**config.mk**
```make
export PLATFORM = sky130hd
export DESIGN_NAME = atm_ledger_arbiter
export DESIGN_NICKNAME = d
export VERILOG_FILES = /design/src/rtl/atm_ledger_arbiter.sv
export SDC_FILE = /design/constraint.sdc
export NUM_CORES = 1
export LEC_CHECK = 0
export BUFFER_PORTS_ARGS = -buffer_cell sky130_fd_sc_hd__clkbuf_2
export CORE_ASPECT_RATIO = 0.75
export CORE_MARGIN = 2
export CORE_UTILIZATION = 53
export CTS_CLUSTER_DIAMETER = 150
export DETAILED_ROUTE_END_ITERATION = 10
export PLACE_DENSITY = 0.89
export SLEW_MARGIN = 5
export SYNTH_ARGS = -nofsm -noshare
export SYNTH_HDL_FRONTEND = slang
export SYNTH_SLANG_ARGS = --single-unit
```
**constraint.sdc**
```tcl
create_clock -name clk -period 3.9 [get_ports clk]
set_input_delay 0.195 -clock clk [delete_from_list [all_inputs] [get_ports clk]]
set_output_delay 0.195 -clock clk [all_outputs]
set_load 0.02 [all_outputs]
```
**src/rtl/atm_ledger_arbiter.sv**
```systemverilog
// Round-robin arbiter that serialises read-modify-write transactions from
// NUM_TERM ATM terminals onto one shared account ledger.
module atm_ledger_arbiter #(
  parameter int          NUM_TERM     = 4,
  parameter int          NUM_ACCOUNTS = 4,
  parameter logic [15:0] INIT_BALANCE = 16'h1000
) (
  input  logic                     clk,
  input  logic                     rst,
  input  logic [NUM_TERM-1:0]      req,
  input  logic [2*NUM_TERM-1:0]    op,
  input  logic [8*NUM_TERM-1:0]    card,
  input  logic [16*NUM_TERM-1:0]   amt,
  output logic [NUM_TERM-1:0]      ack,
  output logic                     rsp_valid,
  output logic [2:0]               rsp_id,
  output logic [15:0]              rsp_balance,
  output logic                     rsp_ok,
  output logic [7:0]               rsp_err,
  output logic                     busy
);

  localparam logic [1:0] S_IDLE = 2'd0;
  localparam logic [1:0] S_ARB  = 2'd1;
  localparam logic [1:0] S_EXEC = 2'd2;
  localparam logic [1:0] S_RESP = 2'd3;

  localparam logic [1:0] OP_BAL = 2'b00;
  localparam logic [1:0] OP_WD  = 2'b01;
  localparam logic [1:0] OP_DEP = 2'b10;

  localparam logic [7:0] ERR_OK    = 8'h00;
  localparam logic [7:0] ERR_CARD  = 8'h01;
  localparam logic [7:0] ERR_FUNDS = 8'h02;
  localparam logic [7:0] ERR_OVF   = 8'h03;
  localparam logic [7:0] ERR_OP    = 8'h04;

  logic [1:0]          state_q, state_d;
  logic [2:0]          ptr_q, ptr_d;
  logic [2:0]          id_q, id_d;
  logic [1:0]          op_q, op_d;
  logic [7:0]          card_q, card_d;
  logic [15:0]         amt_q, amt_d;
  logic [15:0]         ledger_q [NUM_ACCOUNTS];
  logic [15:0]         ledger_d [NUM_ACCOUNTS];
  logic [NUM_TERM-1:0] ack_q, ack_d;
  logic                rsp_valid_q, rsp_valid_d;
  logic [2:0]          rsp_id_q, rsp_id_d;
  logic [15:0]         rsp_balance_q, rsp_balance_d;
  logic                rsp_ok_q, rsp_ok_d;
  logic [7:0]          rsp_err_q, rsp_err_d;

  // Scan starts just after the last served terminal so it becomes lowest priority.
  int          scan_idx;
  logic        grant_found;
  logic [2:0]  grant_id;
  logic [1:0]  grant_op;
  logic [7:0]  grant_card;
  logic [15:0] grant_amt;

  always_comb begin
    scan_idx    = 0;
    grant_found = 1'b0;
    grant_id    = '0;
    grant_op    = '0;
    grant_card  = '0;
    grant_amt   = '0;
    for (int i = 1; i <= NUM_TERM; i++) begin
      scan_idx = int'(ptr_q) + i;
      if (scan_idx >= NUM_TERM) scan_idx = scan_idx - NUM_TERM;
      if (!grant_found && req[scan_idx]) begin
        grant_found = 1'b1;
        grant_id    = 3'(scan_idx);
        grant_op    = op[scan_idx*2 +: 2];
        grant_card  = card[scan_idx*8 +: 8];
        grant_amt   = amt[scan_idx*16 +: 16];
      end
    end
  end

  logic        card_valid;
  logic [15:0] cur_bal;
  logic [16:0] dep_sum;
  logic [15:0] res_bal;
  logic        res_ok;
  logic [7:0]  res_err;

  always_comb begin
    card_valid = 32'(card_q) < NUM_ACCOUNTS;
    cur_bal    = '0;
    for (int a = 0; a < NUM_ACCOUNTS; a++) begin
      if (card_q == 8'(a)) cur_bal = ledger_q[a];
    end
    dep_sum = {1'b0, cur_bal} + {1'b0, amt_q};
    res_bal = cur_bal;
    res_ok  = 1'b0;
    res_err = ERR_OK;
    // Bad card outranks a reserved opcode, which outranks arithmetic errors.
    if (!card_valid) begin
      res_bal = '0;
      res_err = ERR_CARD;
    end else begin
      case (op_q)
        OP_BAL: res_ok = 1'b1;
        OP_WD: begin
          if (amt_q > cur_bal) begin
            res_err = ERR_FUNDS;
          end else begin
            res_bal = cur_bal - amt_q;
            res_ok  = 1'b1;
          end
        end
        OP_DEP: begin
          if (dep_sum[16]) begin
            res_err = ERR_OVF;
          end else begin
            res_bal = dep_sum[15:0];
            res_ok  = 1'b1;
          end
        end
        default: res_err = ERR_OP;
      endcase
    end
  end

  always_comb begin
    state_d       = state_q;
    ptr_d         = ptr_q;
    id_d          = id_q;
    op_d          = op_q;
    card_d        = card_q;
    amt_d         = amt_q;
    ledger_d      = ledger_q;
    ack_d         = '0;
    rsp_valid_d   = 1'b0;
    rsp_id_d      = rsp_id_q;
    rsp_balance_d = rsp_balance_q;
    rsp_ok_d      = rsp_ok_q;
    rsp_err_d     = rsp_err_q;
    case (state_q)
      S_IDLE: if (|req) state_d = S_ARB;
      S_ARB: begin
        if (grant_found) begin
          id_d    = grant_id;
          op_d    = grant_op;
          card_d  = grant_card;
          amt_d   = grant_amt;
          ptr_d   = grant_id;
          state_d = S_EXEC;
        end else begin
          state_d = S_IDLE;
        end
      end
      S_EXEC: begin
        rsp_valid_d   = 1'b1;
        rsp_id_d      = id_q;
        rsp_balance_d = res_bal;
        rsp_ok_d      = res_ok;
        rsp_err_d     = res_err;
        for (int t = 0; t < NUM_TERM; t++) begin
          ack_d[t] = (id_q == 3'(t));
        end
        state_d = S_RESP;
      end
      default: begin
        // The registered result doubles as the write-back value.
        if (rsp_ok_q && op_q != OP_BAL) begin
          for (int a = 0; a < NUM_ACCOUNTS; a++) begin
            if (card_q == 8'(a)) ledger_d[a] = rsp_balance_q;
          end
        end
        state_d = S_IDLE;
      end
    endcase
  end

  always_ff @(posedge clk) begin
    if (rst) begin
      state_q       <= S_IDLE;
      ptr_q         <= 3'(NUM_TERM - 1);
      id_q          <= '0;
      op_q          <= '0;
      card_q        <= '0;
      amt_q         <= '0;
      ack_q         <= '0;
      rsp_valid_q   <= 1'b0;
      rsp_id_q      <= '0;
      rsp_balance_q <= '0;
      rsp_ok_q      <= 1'b0;
      rsp_err_q     <= '0;
      for (int a = 0; a < NUM_ACCOUNTS; a++) ledger_q[a] <= INIT_BALANCE;
    end else begin
      state_q       <= state_d;
      ptr_q         <= ptr_d;
      id_q          <= id_d;
      op_q          <= op_d;
      card_q        <= card_d;
      amt_q         <= amt_d;
      ack_q         <= ack_d;
      rsp_valid_q   <= rsp_valid_d;
      rsp_id_q      <= rsp_id_d;
      rsp_balance_q <= rsp_balance_d;
      rsp_ok_q      <= rsp_ok_d;
      rsp_err_q     <= rsp_err_d;
      ledger_q      <= ledger_d;
    end
  end

  assign ack         = ack_q;
  assign rsp_valid   = rsp_valid_q;
  assign rsp_id      = rsp_id_q;
  assign rsp_balance = rsp_balance_q;
  assign rsp_ok      = rsp_ok_q;
  assign rsp_err     = rsp_err_q;
  assign busy        = (state_q != S_IDLE);

endmodule

```
==> flow_metrics.py <==
metrics = {
    "synthesis": {
        "synth.most_common_cell": "nand2_1",
        "yosys_warnings": 0,
        "synthFlopType": "dfxtp_1",
        "syn-instance-count": 1166,
        "synth_top_cells_by_count": "nand2_1, dfxtp_1, a21oi_1",
        "seq_area_frac_synth_pct": 24.5,
        "syn_area_sq_um": 10200,
        "yosysTopAreaCell": "dfxtp_1",
        "synth_edf_count": 0,
        "synth_top_area_share_pct": 24.5,
        "avgSynthCellArea_sq_um": 8.76,
        "synth.distinct_cells": 72,
        "synth-seq-cells": 125,
        "ys_top_cells_by_area": "dfxtp_1, mux4_2, nand2_1",
        "async_flop_share_pct": 0,
    },
    "pwr": {
        "switching_share_pct": 39.0,
        "leakage_nw": 4.97,
        "power.internal_mw": 3.60,
        "power_density_nw_per_um2": 490,
        "seqPwrFrac_pct": 25.2,
        "pwr-share-clk_pct": 27.1,
        "switchingPower_mw": 2.31,
        "peakVddDrop_mv": 0.527,
        "total_power_mw": 5.91,
        "power_frac_comb_pct": 47.8,
    },
    "placed_design": {
        "dp_hpwl_mm": 22.3,
        "gp_congestion": 0.935,
        "port_buffers": 138,
    },
    "floorplan": {
        "core_sq_um": 18700,
        "die-width_microns": 164,
        "initial_utilization_pct": 54.7,
        "chipHeight_microns": 124,
        "die-area_sq_um": 20400,
        "ios": 144,
        "num_rows": 43,
    },
    "route": {
        "ant_nets": 0,
        "wl_per_cell_microns": 19.8,
        "drt_iter0_markers": 1298,
        "routed_wl_mm": 31.0,
        "drc_errors": 0,
        "viasPerCell": 6.45,
        "vias": 10100,
        "dr.pass1.iters": 6,
    },
    "timing": {
        "hold_viol": 0,
        "fin_crit_ps": 3800,
        "finalSetupViolCount": 0,
        "period_share_pct": 97.5,
        "finalMaxSlewViolations": 0,
        "grt_setup_unrepaired": "yes",
        "fmax_mhz": 263,
        "fin_worst_skew_ps": 7.86,
        "maxSlewHeadroom_pct": 31.5,
        "hold_ws_ps": 26.4,
        "worst_pin_slew_ps": 1030,
    },
    "critical_path": {
        "setup.worst_path.start_class": "flip-flop",
        "r2r_cells": 13,
        "rr_endpoint": "rsp_balance[1]$_SDFFE_PP0P_",
        "regToRegSetupSlack_ps": 100,
        "critPathKind": "reg -> reg",
        "rr_startpoint": "card_q[0]$_SDFFE_PP0P_",
        "crit_required_ps": 4200,
        "crit_path_end_kind": "flip-flop",
        "worstPathArrival_ps": 4100,
        "path_max_fanout": 6,
    },
    "global_route": {
        "grt_pass1_wl_mm": 50.2,
        "grt_overflow": 0,
        "antenna_found_initial": 0,
        "track_usage_pct": 30.5,
        "first_global_vias": 9824,
        "grt_max_degree": 105,
    },
    "min_path": {
        "min_path_type": "in -> reg",
        "hold_depth": 2,
        "hold_path_startpoint": "rst",
        "hold_end": "rsp_id[1]$_SDFFE_PP0P_",
    },
    "job": {
        "drv_cap": 0,
    },
    "clocking": {
        "numCtsBuffers": 17,
        "cts.clk_slew.worst_paths_ps": 60,
        "cts.sinks": 125,
        "cts_tree": "built",
        "clk_latency_ps": 420,
        "root_buffer": "clkbuf_16",
        "htreeDepth": 4,
        "clockBufferDepth": 2,
    },
    "final_layout": {
        "nets": 1467,
        "areaGrowthSynthToFinish_pct": 18.0,
        "antenna_cells": 0,
        "drive_gt1_share_pct": 28.4,
    },
    "run_status": {
        "status": "complete, no violations",
    },
}
## flip-flops by register name (all words and copies together) (netlist names), named ones only
| signal | flops |
|---|---|
| ack | 4 |
| amt_q | 16 |
| card_q | 8 |
| id_q | 2 |
| ledger_q | 64 |
| op_q | 2 |
| ptr_q | 2 |
| rsp_balance | 16 |
| rsp_err | 3 |
| rsp_id | 3 |
| rsp_ok | 1 |
| rsp_valid | 1 |
| state_q | 2 |
## cells in the final DEF (no fill, tap or decap), types with 29 or more instances in the layout
cell      netlist  routed
nand2_1       207     207
clkbuf_2        0     137
dfxtp_1       125     122
a21oi_1        97      96
mux4_2         92      92
nor2_1         66      65
buf_4           8      65
ha_1           50      48
inv_1          43      43
a22oi_1        40      40
mux2i_1        29      29
## repair_timing
item	CTS	global route
endpoints found under the setup margin	9	20
gates resized for setup	2	17
pin swaps	1	6
setup buffers	1	4
hold buffers	0	0
## final cells by class
type	instances	area, sq um
multi-input cells	911	7230
fillers	1464	6620
flip-flops and latches	125	2510
repair buffers	206	1240
clock buffers	20	457
well taps	247	309
inverters	44	165
clock inverters	12	138
## how the worst max path moves through the flow
stage                            from                            to  slack, ps  cells after the start
2_1_floorplan  card_q[1]$_SDFFE_PP0P_  rsp_balance[12]$_SDFFE_PP0P_         70                     15
3_3_place_gp   card_q[0]$_SDFFE_PP0P_  rsp_balance[15]$_SDFFE_PP0P_        -80                     12
3_5_place_dp   card_q[0]$_SDFFE_PP0P_  rsp_balance[15]$_SDFFE_PP0P_        -80                     12
4_1_cts        card_q[0]$_SDFFE_PP0P_   rsp_balance[3]$_SDFFE_PP0P_         40                     11
5_1_grt        card_q[0]$_SDFFE_PP0P_   rsp_balance[1]$_SDFFE_PP0P_        -20                     13
6_report       card_q[0]$_SDFFE_PP0P_   rsp_balance[1]$_SDFFE_PP0P_        100                     13
## power groups by stage
stage / logic [mW] / registers, mW / clock network, mW
6_report: 2.82 / 1.49 / 1.60
5_1_grt: 3.05 / 1.50 / 1.66
4_1_cts: 2.69 / 1.48 / 1.60
3_5_place_dp: 2.67 / 1.51 / 0
3_3_place_gp: 2.61 / 1.50 / 0
2_1_floorplan: 2.00 / 1.46 / 0
## worst max-delay path, stage by stage (launching register included)
cell and delay [ps]:
dfxtp_4 400, mux4_2 510, and3_1 240, ha_1 300
or3b_4 430, a2111oi_4 420, or4_4 190, nand3_1 140
o311ai_4 280, buf_4 200, buf_4 120, o22ai_1 70
a222oi_1 320, inv_1 70
## per-layer routing
metal / global-route usage [%] / vias to the layer above / share of wire [%]
li1: - / 4624 / -
met1: 42.1 / 4848 / 41
met2: 48.5 / 553 / 47
met3: 5.60 / 71 / 9.2
met4: 9.13 / 0 / 2.3
met5: 0 / - / 0
## per-stage QoR
stage / std cells / setup WS [ps] / TNS, ps / instance area (sq um) / utilization (%)
2_1_floorplan: 1170 / 74.6 / 0 / 10300 / -
3_3_place_gp: 1528 / -75.9 / -132 / 11300 / 60.8
3_5_place_dp: 1528 / -83.6 / -123 / 11300 / 60.8
4_1_cts: 1561 / 44.6 / 0 / 12000 / 64.0
5_1_grt: 1565 / -16.9 / -21.7 / 12000 / 64.5
6_report: 1565 / 97.9 / 0 / 12000 / 64.5
## logic make-up (layout without fill, tap and decap cells)
group / count (synthesis) / count (layout) / share of synthesized area (%)
simple gates: 398 / 398 / 17.7
compound gates: 306 / 306 / 19.8
mux: 135 / 135 / 24.7
buf+inv: 134 / 282 / 5.49
flops: 125 / 125 / 24.5
fa+ha+maj: 52 / 52 / 6.52
xor+xnor: 15 / 15 / 1.29
other cells: 1 / 5 / 0.0367
(Power assumes the default switching activity.)
